### src/rtl/hlsm_shared_ctrl_pkg.sv
// Shared types for the resource-constrained HLSM (one adder, one multiplier).
// State encoding, default width and operand-select codes for the shared units.
package hlsm_shared_ctrl_pkg;

  localparam int DW_DEFAULT = 16;

  typedef enum logic [2:0] {
    WAIT  = 3'd0,
    S1    = 3'd1,
    S2    = 3'd2,
    S3    = 3'd3,
    FINAL = 3'd4
  } state_t;

  typedef enum logic [1:0] {
    ADD_NONE = 2'd0,
    ADD_AB   = 2'd1,
    ADD_HC   = 2'd2,
    ADD_ID   = 2'd3
  } add_sel_t;

  typedef enum logic [1:0] {
    MUL_NONE = 2'd0,
    MUL_EF   = 2'd1,
    MUL_KG   = 2'd2
  } mul_sel_t;

  function automatic add_sel_t add_sel(input state_t s);
    add_sel_t r;
    case (s)
      S1:      r = ADD_AB;
      S2:      r = ADD_HC;
      S3:      r = ADD_ID;
      default: r = ADD_NONE;
    endcase
    return r;
  endfunction

  function automatic mul_sel_t mul_sel(input state_t s);
    mul_sel_t r;
    case (s)
      S1:      r = MUL_EF;
      S2:      r = MUL_KG;
      default: r = MUL_NONE;
    endcase
    return r;
  endfunction

endpackage

### src/rtl/hlsm_shared_ctrl_addmul.sv
// Shared adder and multiplier with state-driven operand muxes.
// Purely combinational; the controller owns every register.
module hlsm_shared_ctrl_addmul
  import hlsm_shared_ctrl_pkg::*;
#(
  parameter int DATAWIDTH = DW_DEFAULT
) (
  input  logic [2:0]                  st,
  input  logic signed [DATAWIDTH-1:0] a,
  input  logic signed [DATAWIDTH-1:0] b,
  input  logic signed [DATAWIDTH-1:0] c,
  input  logic signed [DATAWIDTH-1:0] d,
  input  logic signed [DATAWIDTH-1:0] e,
  input  logic signed [DATAWIDTH-1:0] f,
  input  logic signed [DATAWIDTH-1:0] g,
  input  logic signed [DATAWIDTH-1:0] h,
  input  logic signed [DATAWIDTH-1:0] i,
  input  logic signed [DATAWIDTH-1:0] k,
  output logic signed [DATAWIDTH-1:0] sum,
  output logic signed [DATAWIDTH-1:0] prod
);

  add_sel_t asel;
  mul_sel_t msel;

  logic signed [DATAWIDTH-1:0] add_x;
  logic signed [DATAWIDTH-1:0] add_y;
  logic signed [DATAWIDTH-1:0] mul_x;
  logic signed [DATAWIDTH-1:0] mul_y;

  assign asel = add_sel(state_t'(st));
  assign msel = mul_sel(state_t'(st));

  always_comb begin
    add_x = '0;
    add_y = '0;
    unique case (1'b1)
      (asel == ADD_AB): begin
        add_x = a;
        add_y = b;
      end
      (asel == ADD_HC): begin
        add_x = h;
        add_y = c;
      end
      (asel == ADD_ID): begin
        add_x = i;
        add_y = d;
      end
      default: ;
    endcase
  end

  always_comb begin
    mul_x = '0;
    mul_y = '0;
    unique case (1'b1)
      (msel == MUL_EF): begin
        mul_x = e;
        mul_y = f;
      end
      (msel == MUL_KG): begin
        mul_x = k;
        mul_y = g;
      end
      default: ;
    endcase
  end

  // Both results keep only the low DATAWIDTH bits (wrap / truncate).
  assign sum  = add_x + add_y;
  assign prod = mul_x * mul_y;

endmodule

### src/rtl/hlsm_shared_ctrl.sv
// HLSM controller: j=a+b+c+d, l=e*f*g over WAIT,S1,S2,S3,FINAL.
// HLSM_OPERAND_LATCH_EN captures a..g when Start is accepted.
module hlsm_shared_ctrl
  import hlsm_shared_ctrl_pkg::*;
#(
  parameter int DATAWIDTH = DW_DEFAULT
) (
  input  logic                        Clk,
  input  logic                        Rst,
  input  logic                        Start,
  output logic                        Done,
  input  logic signed [DATAWIDTH-1:0] a,
  input  logic signed [DATAWIDTH-1:0] b,
  input  logic signed [DATAWIDTH-1:0] c,
  input  logic signed [DATAWIDTH-1:0] d,
  input  logic signed [DATAWIDTH-1:0] e,
  input  logic signed [DATAWIDTH-1:0] f,
  input  logic signed [DATAWIDTH-1:0] g,
  output logic signed [DATAWIDTH-1:0] j,
  output logic signed [DATAWIDTH-1:0] l
);

  state_t state;

  logic signed [DATAWIDTH-1:0] h;
  logic signed [DATAWIDTH-1:0] i;
  logic signed [DATAWIDTH-1:0] k;
  logic signed [DATAWIDTH-1:0] sum;
  logic signed [DATAWIDTH-1:0] prod;

  logic signed [DATAWIDTH-1:0] oa;
  logic signed [DATAWIDTH-1:0] ob;
  logic signed [DATAWIDTH-1:0] oc;
  logic signed [DATAWIDTH-1:0] od;
  logic signed [DATAWIDTH-1:0] oe;
  logic signed [DATAWIDTH-1:0] of_;
  logic signed [DATAWIDTH-1:0] og;

`ifdef HLSM_OPERAND_LATCH_EN
  logic signed [DATAWIDTH-1:0] ra;
  logic signed [DATAWIDTH-1:0] rb;
  logic signed [DATAWIDTH-1:0] rc;
  logic signed [DATAWIDTH-1:0] rd;
  logic signed [DATAWIDTH-1:0] re;
  logic signed [DATAWIDTH-1:0] rf;
  logic signed [DATAWIDTH-1:0] rg;

  always_ff @(posedge Clk) begin
    if (Rst) begin
      ra <= '0;
      rb <= '0;
      rc <= '0;
      rd <= '0;
      re <= '0;
      rf <= '0;
      rg <= '0;
    end else if (state == WAIT && Start) begin
      ra <= a;
      rb <= b;
      rc <= c;
      rd <= d;
      re <= e;
      rf <= f;
      rg <= g;
    end
  end

  assign oa  = ra;
  assign ob  = rb;
  assign oc  = rc;
  assign od  = rd;
  assign oe  = re;
  assign of_ = rf;
  assign og  = rg;
`else
  assign oa  = a;
  assign ob  = b;
  assign oc  = c;
  assign od  = d;
  assign oe  = e;
  assign of_ = f;
  assign og  = g;
`endif

  hlsm_shared_ctrl_addmul #(
    .DATAWIDTH(DATAWIDTH)
  ) u_addmul (
    .st   (state),
    .a    (oa),
    .b    (ob),
    .c    (oc),
    .d    (od),
    .e    (oe),
    .f    (of_),
    .g    (og),
    .h    (h),
    .i    (i),
    .k    (k),
    .sum  (sum),
    .prod (prod)
  );

  always_ff @(posedge Clk) begin
    if (Rst) begin
      state <= WAIT;
      Done  <= 1'b0;
      h     <= '0;
      i     <= '0;
      k     <= '0;
      j     <= '0;
      l     <= '0;
    end else begin
      Done <= 1'b0;
      unique case (state)
        WAIT: begin
          if (Start) state <= S1;
        end
        S1: begin
          h     <= sum;
          k     <= prod;
          state <= S2;
        end
        S2: begin
          i     <= sum;
          l     <= prod;
          state <= S3;
        end
        S3: begin
          j     <= sum;
          Done  <= 1'b1;
          state <= FINAL;
        end
        FINAL: state <= WAIT;
        default: state <= WAIT;
      endcase
    end
  end

endmodule

### config.mk
export PLATFORM = sky130hd
export DESIGN_NAME = hlsm_shared_ctrl
export DESIGN_NICKNAME = d
export VERILOG_FILES = /design/src/rtl/hlsm_shared_ctrl_pkg.sv /design/src/rtl/hlsm_shared_ctrl_addmul.sv /design/src/rtl/hlsm_shared_ctrl.sv
export SDC_FILE = /design/constraint.sdc
export NUM_CORES = 1
export LEC_CHECK = 0
export CAP_MARGIN = 10
export CELL_PAD_IN_SITES_DETAIL_PLACEMENT = 0
export CELL_PAD_IN_SITES_GLOBAL_PLACEMENT = 1
export CORE_MARGIN = 2
export CORE_UTILIZATION = 40
export DETAILED_ROUTE_END_ITERATION = 8
export PLACE_DENSITY_LB_ADDON = 0.1
export REMOVE_ABC_BUFFERS = 1
export SLEW_MARGIN = 0
export SYNTH_ARGS = -nofsm -noshare
export SYNTH_HDL_FRONTEND = slang
export SYNTH_SLANG_ARGS = --single-unit
### constraint.sdc
create_clock -name Clk -period 12.2 [get_ports Clk]
set_input_delay 1.22 -clock Clk [delete_from_list [all_inputs] [get_ports Clk]]
set_output_delay 1.22 -clock Clk [all_outputs]
set_load 0.02 [all_outputs]
# After elaboration in Yosys (flattened, before gate mapping)
# Index checks and enable logic that the tools add are counted.
# word_totals
regBits	84
latchBits	0
ram_bits	0
rom_bits	0
input_bits	115
elab_cells	28
mem_count	0
# classes
addsub	1
multipliers	1
div	0
order_cmp	0
n_eq_ne	9
shift	0
muxes	9
bitwise	0
reduce_logical	1
# ops
operator	count
$pmux W16 S3	2
$pmux W16 S2	2
$add A16 B16 Y16	1
$mul A16 B16 Y16	1
$pmux W3 S4	1
$eq A2 B2 Y1 const B	3
$eq A3 B2 Y1 const B	2
$pmux W2 S3	1
$eq A2 B1 Y1 const B	2
$pmux W2 S2	1
$eq A3 B1 Y1 const B	1
$logic_not A3 Y1	1
$mux W3	1
$ne A2 B2 Y1 const B	1
$mux W1	1

# Logic depth before layout (Yosys ltp)
# Gate-level depths: netlist of run 1.
# depth
depth_word	5
ltp_mapped	33
mapped_depth_nobuf	28

# Cells and area by module
# A second synthesis of run 1 with hierarchy kept.
# unflattened
hier_cells	1093
hier_area_um2	9614.2
# modules_own_cells
module	instances	cells_each	area_each_um2
hlsm_shared_ctrl_addmul	1	781	6178.4
hlsm_shared_ctrl	1	312	3435.8

# Worst setup path before layout of run 1
# Ideal clock, no wire load.
# synth_path
kind	flip-flop to flip-flop
start	reg state[0]
end	reg l[14]
arrival_ns	7.179
path_slack_ns	4.959
path_stages_with_launch	28
synth_period_minus_slack_ns	7.241
cell_sequence	dfxtp_1 -> clkbuf_1 -> nor3b_1 -> clkbuf_1 -> ha_1 -> clkbuf_8 -> clkbuf_1 -> clkbuf_1 -> clkbuf_1 -> nor3_1 -> fa_1 -> inv_1 -> fa_1 -> inv_1 -> fa_1 -> inv_1 -> fa_1 -> inv_1 -> fa_1 -> inv_1 -> fa_1 -> inv_1 -> ha_1 -> nand2_1 -> o31ai_1 -> a31oi_1 -> or4_1 -> nand3_1
# synth_via
elab_chain_cells	5
word_cells_on_any_way	8
# synth_rtl
element	line	text
start: declaration	hlsm_shared_ctrl.sv:23	state_t state;
start signal: assignment	hlsm_shared_ctrl.sv:105	state <= WAIT;
start signal: assignment	hlsm_shared_ctrl.sv:116	if (Start) state <= S1;
start signal: assignment	hlsm_shared_ctrl.sv:121	state <= S2;
$eq A3 B2 Y1 / $eq A3 B1 Y1 (equally long branches)	hlsm_shared_ctrl_pkg.sv:41, hlsm_shared_ctrl.sv:114	
$pmux W2 S2	hlsm_shared_ctrl_pkg.sv:41	case (s)
$eq A2 B2 Y1 / $eq A2 B1 Y1 (equally long branches)	hlsm_shared_ctrl_addmul.sv:62, hlsm_shared_ctrl_addmul.sv:58	
$pmux W16 S2	hlsm_shared_ctrl_addmul.sv:57	unique case (1'b1)
$mul A16 B16 Y16	hlsm_shared_ctrl_addmul.sv:72	assign prod = mul_x * mul_y;
end signal: assignment	hlsm_shared_ctrl.sv:125	l <= prod;
end: declaration	hlsm_shared_ctrl.sv:20	output logic signed [DATAWIDTH-1:0] l
# Parallel ways exist; a longest one is shown, timed or not.
# A chain may end at the register's enable or synchronous reset.

# Final worst setup path of run 1
# layout_path
start	reg state[1]
end	reg l[15]
# Same word-level chain as after synthesis.

==> flow_summary.yaml, run 1 <==
timing:
  slew_violations: 0
  fin_crit_ns: 8.450
  fmax_mhz: 118.3
  worst_clock_skew_ns: 0.01443
  setup_viol: 0
  tightest_slew_ns: 0.9935
  rsz0062_at_grt: "false"
  hold_violations: 0
  fin_crit_sh_pct: 69.26
  slew_headroom_pct: 33.77
  setup_tns_ns: 0
run:
  drv_cap: 0
synth:
  synth_edf_count: 0
  synth_cells: 1115
  synth.area.mux_share_pct: 3.724
  synth_top_family_by_area: "adder cells"
  ys.flop_type: "dfxtp_1"
  synth_fa_ha_area_share_pct: 28.55
  ys_seq_elements: 84
  synthSimpleGateAreaFrac_pct: 18.97
  synthXorXnorAreaFrac_pct: 5.366
  yosysSeqAreaShare_pct: 18.54
  async_reset_ff_share_pct: 0
  synth_compound_area_share_pct: 15.70
  netlist-cell-type-count: 52
  syn_area_um2: 9071
  syn_area_per_cell_um2: 8.136
  yosysWarnings: 0
clocking:
  numCtsBuffers: 9
  postCtsHoldBufs: 0
  cts_resized: 0
  post-cts-setup-buffer-count: 0
  cts_sinks: 84
  clkSlewWorstSetupHoldPaths_ns: 0.07
  clock-root-buffer: "clkbuf_16"
  cts_tree: "done"
  cts-htree-levels: 3
  clockBufferDepth: 2
  clock_latency_ns: 0.34
route:
  drt-total-wl_um: 26520
  ant_nets: 0
  drt_iter0_drc: 407
  drc_errors: 0
  viasPerCell: 5.226
  firstDrtPassIters: 5
  vias: 7923
  wl_per_cell_um: 17.49
placement:
  dpl.hpwl_um: 20410
  placed_area_um2: 10700
  numPortBuffers: 147
  routabilityCongestion: 0.8709
setup_path:
  slowest_stage: "nor3b_2"
  reg2reg_slack_ns: 3.75
  rr_worst_depth: 29
  r2r-end: "l[15]"
  setup.worst_path.class: "flop to flop"
  cp-start-kind: "flop"
  crit_path_max_fanout: 43
  arrival_ns: 8.70
  max_stage_delay_ns: 0.80
  path_common_cell: "inv_1"
  cp_data_required_time_ns: 12.45
  worstSetupEndpointType: "flop"
  r2r-start: "state[1]"
floorplan:
  fp.coreArea_um2: 22430
  num_io_pins: 148
  initial_core_util_pct: 40.44
  die_w_um: 154.6
  dieArea_um2: 23900
  die_height_um: 154.6
  num_rows: 55
final_layout:
  postLayoutCoreUtil_pct: 49.05
  nNetsFinal: 1500
  syn2layout_area_growth_pct: 21.30
  antenna_cells: 0
  drive_above_1_share_pct: 7.392
  final_area_um2: 11000
global_routing:
  grt_pass1_vias: 7894
  gr-total-overflow: 0
  grt_first_pass_wirelength_um: 42500
  track_usage_pct: 22.43
  antenna_found_initial: 0
  grt_max_degree: 70
power_and_ir_drop:
  cellLeakagePower_nw: 4.517
  powerDensity_nw_per_um2: 69.50
  peakVddDrop_mv: 0.05614
min_path:
  min_from: "i[3]"
  min_path_type: "flop to flop"
  hold_depth: 2
  min_to: "i[3]"
status:
  outcome: "finished, final reports clean"
-- cell families (layout without fill, tap and decap cells) --
group           Yosys count  in the layout
compound gates          201            201
xor+xnor                 54             54
fa+ha+maj               159            159
buf+inv                 199            315
flops                    84             84
mux                      30             30
simple gates            388            388
-- synth_stat cells, drive strengths merged, types with 3 or more instances --
cell | n | area share [%]
buf | 13 | 1.2
nor2b | 9 | 0.62
fa | 80 | 18
or2 | 8 | 0.55
dfxtp | 84 | 19
nand3 | 12 | 0.66
a22o | 12 | 1.2
ha | 79 | 11
o211ai | 3 | 0.25
o21ai | 14 | 0.77
o31ai | 7 | 0.58
nand2b | 6 | 0.41
inv | 137 | 5.7
nor2 | 119 | 4.9
clkbuf | 48 | 2.2
a21o | 7 | 0.58
nor3 | 34 | 2.0
a22oi | 59 | 5.9
nand2 | 158 | 6.5
o21a | 6 | 0.50
xor2 | 15 | 1.4
mux2 | 30 | 3.7
nand3b | 13 | 1.1
xnor2 | 38 | 3.7
or3 | 20 | 1.4
a21oi | 69 | 3.8
a211oi | 13 | 1.1
-- placed cells by master, fill, tap and decap left out, types with 2 or more instances in the layout --
cell / instances
o21bai_1: 2
a21oi_1: 69
a22oi_4: 4
inv_1: 137
nand4b_1: 2
a22oi_1: 47
or3_1: 18
or3_2: 2
o211ai_1: 3
mux2_2: 30
or2_2: 8
a21o_1: 7
nand3b_1: 13
xor2_1: 15
a22o_1: 12
nand2_1: 158
ha_1: 77
nor3_2: 2
clkbuf_16: 9
a211oi_1: 13
clkdlybuf4s50_1: 146
buf_4: 14
o21a_1: 6
nor2_1: 119
a22oi_2: 8
o2111ai_1: 2
fa_1: 80
o21ai_0: 14
nor2b_1: 8
dfxtp_1: 83
nor3_1: 32
nand3_1: 12
xnor2_1: 38
or4_1: 2
nand2b_1: 6
ha_2: 2
o31ai_1: 7
-- worst max path at each step --
stage / startpoint / end / depth (start not counted)
floorplan: state[0] / k[15] / 26
global placement: state[1] / l[15] / 29
detailed placement: state[1] / l[15] / 29
CTS: state[1] / k[15] / 29
global route: state[1] / k[15] / 29
finish: state[1] / l[15] / 29
-- per-stage QoR --
step                      power [W]  setup slack (ns)  instances  hold slack [ns]
after floorplan           0.0003988             1.708       1054           0.4268
final                     0.0007647             3.750       1516           0.4570
after CTS                 0.0007729             3.726       1516           0.4582
after detailed placement  0.0004889             3.726       1500           0.4483
after global routing      0.0008018             3.190       1516           0.4716
after global placement    0.0004885             3.870       1500           0.4401
-- critical path, delay by kind of cell, from the launching register on --
family / cells / cell delay, ns
DFF: 1 / 0.31
xor gates and xnor gates: 1 / 0.11
buffers and inverters: 10 / 1.41
and+or+nand+nor: 4 / 1.58
AOI/OAI and AO/OA: 6 / 1.95
adders and majority gates: 8 / 2.98
-- metal layers --
layer	track usage, %	vias to the layer above	wire length (um)
met3	1.989	31	1056
li1	-	3917	-
met1	29.95	3765	11820
met4	7.451	0	624
met2	38.37	210	13020
met5	0	-	0
-- cell type report --
class	instances	area, um^2
tap	285	356.6
sequential	84	1683
inverter	138	518.0
timing repair buffer	161	1572
fill	2292	11430
clock inverter	5	60.06
clock buffer	11	242.7
multi-input combinational	832	6571
-- flip-flops by register name, indices dropped and copies added (netlist names) --
register and flops:
Done 1, h 16, i 16, j 16, k 16, l 16, state 3
-- power breakdown --
part / switching [W] / internal, W / leakage, nW
Combinational: 0.000112 / 0.0000854 / 3.69
Clock: 0.000117 / 0.000165 / 0.146
Sequential: 0.00000386 / 0.000281 / 0.679
Power figures use the tool's default switching activity.
==> run 2: changes to the inputs <==
CORE_UTILIZATION = 37   (was 40)
clock period = 6.9 ns   (was 12.2 ns; I/O delays follow)
==> run 2 against run 1 <==
First-iteration DRC count down 12%. Clock skew is 0.0059 ns lower. Sequential power is 77% higher. Setup slack lost 3.4 ns. Maximum frequency grew 28%. Count of clock-buffer cells in the layout shrank 1. Final cell count increased by 6.8%. Flip-flop and latch count unchanged. Worst hold slack worse by 0.0041 ns. Clock power increased by 77%. Critical path type unchanged. Largest power group unchanged.
==> flow_summary.yaml, run 2 (synthesized netlist as in run 1, its figures left out) <==
status:
  outcome: "finished, final reports clean"
setup_path:
  worstSetupEndpointType: "flop"
  setup.worst_path.class: "flop to flop"
  path_common_cell: "fa_1"
  crit_path_max_fanout: 14
  slowest_stage: "fa_1"
  r2r-start: "state[2]"
  cpLargestDelayFamily: "adder cells"
  cp-start-kind: "flop"
  cp_data_required_time_ns: 7.16
  max_stage_delay_ns: 0.55
  crit_buf_inv: 5
  r2r-end: "l[15]"
  arrival_ns: 6.85
  rr_worst_depth: 23
  reg2reg_slack_ns: 0.30
  path_cells: "nor3b_4 > buf_4 > ha_2 > buf_12 > buf_12 > a22oi_2 > or3_1 > fa_1 > inv_1 > fa_1 > inv_1 > fa_1 > fa_1 > fa_1 > fa_1 > xor2_1 > xnor2_1 > xnor2_1 > xnor2_1 > xnor2_1 > xnor3_1 > xnor2_1 > a211oi_1"
  cp-startpoint: "state[2]"
final_layout:
  final_area_um2: 11610
  syn2layout_area_growth_pct: 27.96
  nNetsFinal: 1564
  drive_above_1_share_pct: 12.36
  final_cell_mix: "158 x nand2_1, 146 x clkdlybuf4s50_1, 137 x inv_1, 117 x nor2_1, 82 x dfxtp_1"
  antenna_cells: 0
  layout_commonest_cell: "nand2_1"
  final_cells: 1619
floorplan:
  fp.coreArea_um2: 24180
  initial_core_util_pct: 37.52
  num_io_pins: 148
  dieArea_um2: 25790
  num_rows: 57
  die_w_um: 160.6
  die_height_um: 160.6
clocking:
  cts_sinks: 84
  clockBufferDepth: 2
  cts-htree-levels: 3
  clock-root-buffer: "clkbuf_16"
  clkSlewWorstSetupHoldPaths_ns: 0.07
  numCtsBuffers: 9
  clock_latency_ns: 0.35
  cts_tree: "done"
  postCtsHoldBufs: 0
route:
  drt_iter0_drc: 360
  drc_errors: 0
  vias: 8039
  drt-total-wl_um: 28340
  wl_per_cell_um: 17.50
  firstDrtPassIters: 5
  ant_nets: 0
  viasPerCell: 4.965
placement:
  dp_cells: 1601
  routabilityCongestion: 0.8981
  numPortBuffers: 147
  dpl.hpwl_um: 22810
  placed_area_um2: 11250
  place_ws_ns: 0.1573
timing:
  fin_crit_ns: 6.596
  rsz0062_at_grt: "false"
  slew_headroom_pct: 39.76
  slew_violations: 0
  worst_clock_skew_ns: 0.008540
  hold_violations: 0
  setup_tns_ns: 0
  setup_viol: 0
  tightest_slew_ns: 0.9036
  fin_ws_ns: 0.3045
  fin_crit_sh_pct: 95.59
  fin_hold_ws_ns: 0.4529
  fmax_mhz: 151.6
min_path:
  min_to: "l[10]"
  min_from: "l[10]"
  min_path_type: "flop to flop"
  hold_depth: 2
power_and_ir_drop:
  cellLeakagePower_nw: 4.834
  powerDensity_nw_per_um2: 120.0
  peakVddDrop_mv: 0.1092
global_routing:
  grt_pass1_vias: 8340
  grt_first_pass_wirelength_um: 45650
  grt_max_degree: 80
  antenna_found_initial: 0
  track_usage_pct: 22.67
  gr-total-overflow: 0
run:
  drv_cap: 0
-- run 2: stage by stage --
stage / util [%] / power, W
2_1_floorplan: - / 0.0007051
3_3_place_gp: 46.54 / 0.0009026
3_5_place_dp: 46.54 / 0.0009009
4_1_cts: 47.78 / 0.001408
5_1_grt: 48.01 / 0.001464
6_report: 48.01 / 0.001393
-- run 2: how the worst max path moves through the flow --
stage            end  slack [ns]  cells past startpoint
6_report       l[15]        0.30                     23
5_1_grt        l[15]       0.001                     23
4_1_cts        k[14]        0.08                     25
3_5_place_dp   k[14]        0.16                     25
3_3_place_gp   k[15]        0.16                     23
2_1_floorplan  k[15]       -3.59                     26
-- run 2: what timing repair did --
item / 4_1_cts / 5_1_grt
endpoints found under the hold margin: 0 / 0
endpoints found under the setup margin: 0 / 8
gates resized for setup: 0 / 9
setup buffers: 0 / 2
-- run 2: layer usage --
metal  track usage, %  part of all wire, %  up-vias
li1                 -                    -     4025
met2            38.62                   48      182
met1            29.94                   45     3799
met4            6.798                  2.5        0
met5                0                    0        -
met3            3.177                  3.9       33
-- run 2: where the power goes --
group | switching [W] | total, W | internal [W]
Clock | 0.000215 | 0.000499 | 0.000284
Sequential | 0.00000747 | 0.000505 | 0.000497
Combinational | 0.000208 | 0.000389 | 0.000181
Total | 0.000431 | 0.00139 | 0.000962
-- run 2: cell type report --
cell class / instances / area, um^2
clock inverters: 6 / 71.32
well taps: 324 / 405.4
clock buffers: 10 / 229.0
flip-flops and latches: 84 / 1684
inverters: 138 / 518.0
multi-input cells: 832 / 6603
repair buffers: 225 / 2097
fillers: 2446 / 12570
-- run 2: worst reg2reg max path, cell delays in order (launching register included) --
cell and delay, ns:
dfxtp_1 0.36, nor3b_4 0.24, buf_4 0.15, ha_2 0.24
buf_12 0.17, buf_12 0.17, a22oi_2 0.11, or3_1 0.39
fa_1 0.55, inv_1 0.06, fa_1 0.51, inv_1 0.05
fa_1 0.46, fa_1 0.53, fa_1 0.52, fa_1 0.45
xor2_1 0.16, xnor2_1 0.20, xnor2_1 0.17, xnor2_1 0.16
xnor2_1 0.17, xnor3_1 0.28, xnor2_1 0.16, a211oi_1 0.23
